## src/rtl/ebrick_fpga_gpio_serdes.sv

```systemverilog
// ebrick_fpga_gpio_serdes
// Carries the full ebrick_core GPIO bundle over a narrow FPGA pin lane.
// TX: snapshots {txgpiooe, txgpio} and sends it as a framed burst of LW-bit
// beats, LSB first, followed by a one-cycle gap.
// RX: collects a framed burst of LW-bit beats and updates core_rxgpio
// atomically when a frame of exactly the right length ends.
module ebrick_fpga_gpio_serdes #(
    parameter int NCH   = 4,
    parameter int NGPIO = 16,
    parameter int LW    = 8
) (
    input  logic                  clk,
    input  logic                  nreset,
    input  logic                  enable,
    input  logic [NCH*NGPIO-1:0]  core_txgpio,
    input  logic [NCH*NGPIO-1:0]  core_txgpiooe,
    output logic [NCH*NGPIO-1:0]  core_rxgpio,
    output logic [LW-1:0]         pin_tx_data,
    output logic                  pin_tx_frame,
    input  logic [LW-1:0]         pin_rx_data,
    input  logic                  pin_rx_frame,
    output logic                  tx_frame_done,
    output logic                  rx_valid,
    output logic [7:0]            rx_err_count
);

    localparam int TXBITS  = 2 * NCH * NGPIO;
    localparam int TXBEATS = (TXBITS + LW - 1) / LW;
    localparam int RXBITS  = NCH * NGPIO;
    localparam int RXBEATS = (RXBITS + LW - 1) / LW;
    localparam int TXW     = TXBEATS * LW;
    localparam int RXW     = RXBEATS * LW;
    localparam int TXCW    = $clog2(TXBEATS + 1);
    localparam int RXCW    = $clog2(RXBEATS + 2);

    localparam logic [TXCW-1:0] TX_LAST = TXCW'(TXBEATS - 1);
    localparam logic [RXCW-1:0] RX_FULL = RXCW'(RXBEATS);
    localparam logic [RXCW-1:0] RX_OVER = RXCW'(RXBEATS + 1);

    typedef enum logic [1:0] {
        IDLE,
        DATA,
        GAP
    } tx_state_t;

    tx_state_t        tx_state;
    logic [TXCW-1:0]  tx_cnt;
    logic [TXW-1:0]   tx_snap;
    logic [TXW-1:0]   tx_payload;

    logic             rx_frame_q;
    logic             rx_frame_prev;
    logic [LW-1:0]    rx_data_q;
    logic [RXCW-1:0]  rx_cnt;
    logic [RXW-1:0]   rx_asm;

    // Output enables sit in the upper half; the zero-extension supplies the
    // padding bits of the final beat.
    assign tx_payload = TXW'({core_txgpiooe, core_txgpio});

    // TX framer: tx_cnt is the index of the beat currently on the pins, and
    // the pins are loaded one cycle ahead so every output is a flop.
    always_ff @(posedge clk or negedge nreset) begin
        if (!nreset) begin
            tx_state      <= IDLE;
            tx_cnt        <= '0;
            tx_snap       <= '0;
            pin_tx_data   <= '0;
            pin_tx_frame  <= 1'b0;
            tx_frame_done <= 1'b0;
        end else begin
            case (tx_state)
                IDLE, GAP: begin
                    if (enable) begin
                        tx_state      <= DATA;
                        tx_cnt        <= '0;
                        tx_snap       <= tx_payload;
                        pin_tx_frame  <= 1'b1;
                        pin_tx_data   <= tx_payload[LW-1:0];
                        tx_frame_done <= (TXBEATS == 1);
                    end else begin
                        tx_state      <= IDLE;
                        pin_tx_frame  <= 1'b0;
                        pin_tx_data   <= '0;
                        tx_frame_done <= 1'b0;
                    end
                end
                DATA: begin
                    if (tx_cnt == TX_LAST) begin
                        tx_state      <= GAP;
                        pin_tx_frame  <= 1'b0;
                        pin_tx_data   <= '0;
                        tx_frame_done <= 1'b0;
                    end else begin
                        tx_cnt        <= tx_cnt + TXCW'(1);
                        pin_tx_data   <= tx_snap[(int'(tx_cnt) + 1) * LW +: LW];
                        tx_frame_done <= ((tx_cnt + TXCW'(1)) == TX_LAST);
                    end
                end
                default: begin
                    tx_state      <= IDLE;
                    pin_tx_frame  <= 1'b0;
                    pin_tx_data   <= '0;
                    tx_frame_done <= 1'b0;
                end
            endcase
        end
    end

    // RX input stage: one register on the pins, plus the previous registered
    // frame level so the falling edge of a frame can be seen.
    always_ff @(posedge clk or negedge nreset) begin
        if (!nreset) begin
            rx_frame_q    <= 1'b0;
            rx_frame_prev <= 1'b0;
            rx_data_q     <= '0;
        end else begin
            rx_frame_q    <= pin_rx_frame;
            rx_frame_prev <= rx_frame_q;
            rx_data_q     <= pin_rx_data;
        end
    end

    // RX assembler: beats land in rx_asm while the frame is high; the counter
    // stops one past a full frame so overlong frames are still recognised as
    // malformed at the frame end.
    always_ff @(posedge clk or negedge nreset) begin
        if (!nreset) begin
            rx_cnt       <= '0;
            rx_asm       <= '0;
            core_rxgpio  <= '0;
            rx_valid     <= 1'b0;
            rx_err_count <= '0;
        end else begin
            rx_valid <= 1'b0;
            if (!enable) begin
                rx_cnt <= '0;
            end else if (rx_frame_q) begin
                if (rx_cnt < RX_FULL) begin
                    rx_asm[int'(rx_cnt) * LW +: LW] <= rx_data_q;
                end
                if (rx_cnt != RX_OVER) begin
                    rx_cnt <= rx_cnt + RXCW'(1);
                end
            end else if (rx_frame_prev) begin
                if (rx_cnt == RX_FULL) begin
                    core_rxgpio <= rx_asm[RXBITS-1:0];
                    rx_valid    <= 1'b1;
                end else if (rx_err_count != 8'hFF) begin
                    rx_err_count <= rx_err_count + 8'd1;
                end
                rx_cnt <= '0;
            end
        end
    end

endmodule

```

## config.mk

```make
export PLATFORM = sky130hd
export DESIGN_NAME = ebrick_fpga_gpio_serdes
export DESIGN_NICKNAME = d
export VERILOG_FILES = /design/src/rtl/ebrick_fpga_gpio_serdes.sv
export SDC_FILE = /design/constraint.sdc
export NUM_CORES = 1
export LEC_CHECK = 0
export BUFFER_PORTS_ARGS = -buffer_cell sky130_fd_sc_hd__buf_2
export CORE_MARGIN = 2
export CORE_UTILIZATION = 50
export CTS_CLUSTER_DIAMETER = 80
export DETAILED_ROUTE_END_ITERATION = 10
export PLACE_DENSITY = 0.84
export SKIP_LAST_GASP = 1
export SYNTH_ARGS = -nofsm -noshare
export SYNTH_HDL_FRONTEND = slang
export SYNTH_SLANG_ARGS = --single-unit
```

## constraint.sdc

```tcl
create_clock -name clk -period 2.4 [get_ports clk]
set_input_delay 0.48 -clock clk [delete_from_list [all_inputs] [get_ports clk]]
set_output_delay 0.48 -clock clk [all_outputs]
set_load 0.01 [all_outputs]
```

==> results.toml <==
[floorplanning]
die_area_um2 = 25500
row_count = 56
initial_core_util_pct = 51.3
dieWidth_um = 160
die_height_um = 160
io-pin-count = 223
core_um2 = 23600

[clocking]
cts.htree.levels = 1
cts_tree = "yes"
clock_sink_count = 287
numCtsBuffers = 29
path_clk_slew_ns = 0.06
clock_latency_ns = 0.54
root_buffer = "clkbuf_16"
cts_buffer_depth = 3

[critical_path]
worst-setup-path-type = "reg2reg"
critPathLaunch = "rx_cnt[0]"
cp_max_fo = 11
endpoint_kind = "register"
cp.arrival_ns = 2.72
reg2reg_from = "rx_cnt[0]"
required_ns = 2.82
cp-start-kind = "register"
r2r_cells = 7

[logic_synthesis]
yosys.area_share.simple_pct = 15.8
ys_ff_latch = 287
synth_compound_area_share_pct = 2.60
synthTopCellsByArea = "dfrtp_1 59%, mux2_2 13%, nand2_1 12%"
synth_area_per_cell_um2 = 11.5
synth_cell_type_count = 51
synthArstFlopShare_pct = 100
synthFlopType = "dfrtp_1"
yosysMostFrequentCell = "nand2_1"
synth_common_cells = "377 x nand2_1, 287 x dfrtp_1, 138 x mux2_2, 32 x clkbuf_1, 24 x mux4_2"
syn_nets = 1199
syn_inst = 1051
seq_area_frac_synth_pct = 59.3
synth_edf_count = 0
synthMuxAreaShare_pct = 18.0
synthXorXnorAreaFrac_pct = 0.796
yosysTopAreaCell = "dfrtp_1"
synth_adder_area_share_pct = 0.827
synth_top_family_by_area = "multiplexers"
syn_area_um2 = 12100
yosysWarnings = 0
yosysTopAreaCellShare_pct = 59.3

[power_and_ir_drop]
ir_drop_mv = 0.691
total_power_mw = 15.3
intPower_mw = 10.5
power_frac_comb_pct = 27.5
pwr-share-seq_pct = 43.9
powerDensity_nw_per_um2 = 1050
netSwitchingFraction_pct = 31.4
clkPwrFrac_pct = 28.6
p_switching_mw = 4.82
power.leakage_nw = 7.76

[route]
drcViolationCount = 0
drt_wl_total_um = 28300
wire_per_inst_um = 17.5
postRouteAntennaNets = 0
via_per_inst = 5.30
dr_total_vias = 8574
dr.pass1.iters = 5
dr.first_iter.drc_count = 566

[global_routing]
grt_pass1_vias = 8851
grt_usage_pct = 22.2
use_met2_pct = 37.8
grt_pass1_wl_um = 45900
busiest_layer = "met2"
use_met3_pct = 4.36
gr-total-overflow = 0
grt_use_met1_pct = 29.2
antenna_found_initial = 4
grt_start_max_net_pins = 76

[sta]
slew_viol_final = 0
tns_ns = 0
rsz0062_at_grt = "true"
fmax_mhz = 436
worst_slew_pin_slew_ns = 0.558
post-route-period-util_pct = 95.6
setup_viol = 0
finalClockSkew_ns = 0.00652
finalHoldViolations = 0
fin_crit_ns = 2.30
slew_headroom_pct = 62.7

[placed_design]
portBuffers = 222
dp_hpwl_um = 19500
gp_congestion = 0.836

[hold_path]
whs_path_depth = 1
hold_path_class = "in2reg"
hold_start = "pin_rx_data[1]"

[cells_and_area]
final_util_pct = 62.2
syn2layout_area_growth_pct = 21.3
fin_nets = 1429
drive_above_1_share_pct = 37.2

[run]
drv_cap = 0

[run_status]
status = "completed"
==> through the flow <==
| stage | cell area [um2] | worst slack, ns | instances | hold WS [ns] |
|---|---|---|---|---|
| 2_1_floorplan | 12100 | 0.0801 | 1051 | 0.184 |
| 4_1_cts | 14600 | 0.0521 | 1615 | 0.0209 |
| 6_report | 14700 | 0.105 | 1618 | 0.0417 |
| 3_3_place_gp | 13700 | 0.178 | 1567 | 0.451 |
| 3_5_place_dp | 13700 | 0.0614 | 1567 | 0.451 |
| 5_1_grt | 14700 | -0.00536 | 1618 | 0.0257 |
==> worst paths after layout <==
kind	to	slack (ns)
max reg2reg	rx_asm[28]	0.10
min	rx_data_q[1]	0.04
max	rx_asm[28]	0.10
max in group asynchronous	core_rxgpio[8]	1.18
min in group asynchronous	core_rxgpio[21]	0.48
min reg2reg	tx_snap[61]	0.48
==> timing repair <==
action	in CTS	in global routing
endpoints found under the setup margin	0	36
endpoints found under the hold margin	55	0
gates resized for setup	0	5
hold buffers	1	0
setup buffers	0	1
==> cells by family after synthesis <==
logic type               after synthesis
AND/OR/NAND/NOR                      454
adder cells (fa/ha/maj)                8
AO/OA/AOI/OAI                         48
XOR/XNOR                              11
multiplexers                         170
buffers and inverters                 73
flip-flops                           287
==> sequential cells by signal, indices dropped and copies added, names as in the netlist <==
| register | count |
|---|---|
| rx_frame_q | 1 |
| rx_data_q | 8 |
| rx_cnt | 4 |
| tx_state | 2 |
| rx_err_count | 8 |
| tx_cnt | 5 |
| tx_snap | 120 |
| tx_frame_done | 1 |
| pin_tx_data | 8 |
| rx_frame_prev | 1 |
| rx_asm | 64 |
| core_rxgpio | 64 |
| rx_valid | 1 |
==> critical path: stages, from the launching register on <==
cell and delay [ns]:
dfrtp_1 0.41, inv_1 0.21, ha_1 0.27, or3b_4 0.46, nor4b_2 0.19, nand2_1 0.09, buf_4 0.18, mux2_2 0.35
==> area by class of cell <==
| type | instances | area [um2] |
|---|---|---|
| diodes | 2 | 5.00 |
| repair buffers | 254 | 1450 |
| clock inverters | 6 | 61.3 |
| inverters | 18 | 67.6 |
| well taps | 319 | 399 |
| clock buffers | 41 | 861 |
| fillers | 1823 | 8930 |
| flip-flops and latches | 287 | 7180 |
| multi-input cells | 691 | 4660 |
==> power groups by stage <==
stage / clock network, mW / logic (mW) / registers (mW)
CTS: 4.46 / 4.27 / 6.73
detailed placement: 0 / 4.24 / 6.78
global placement: 0 / 4.10 / 6.72
global route: 4.65 / 4.75 / 6.86
finish: 4.39 / 4.22 / 6.74
floorplan: 0 / 2.95 / 6.62
==> routing by layer <==
metal,vias up,routed length [um]
met5,-,27
met4,4,781
met3,50,1750
met2,301,13900
met1,4252,11900
li1,3967,-
==> cells in the final DEF (no fill, tap or decap), types with 2 or more instances in the layout <==
master and count:
nor2b_1 4, nor3_4 2, nand2_1 377, mux4_2 24, xnor2_1 6, o21ai_0 22
ha_1 8, buf_2 221, mux2_2 138, dfrtp_1 286, nand3_1 7, a22oi_1 8
buf_4 24, and3b_1 2, nor2_1 9, diode_2 2, mux2i_1 8, nand4_1 4
a221oi_1 8, clkbuf_8 9, nand2b_1 3, clkinv_2 3, nand3b_1 3, nor3_1 9
xor2_1 5, clkbuf_16 29, inv_1 16, and2_1 9, clkbuf_1 3, and3_2 9
buf_12 7, a21oi_1 2
(Power assumes the default switching activity.)
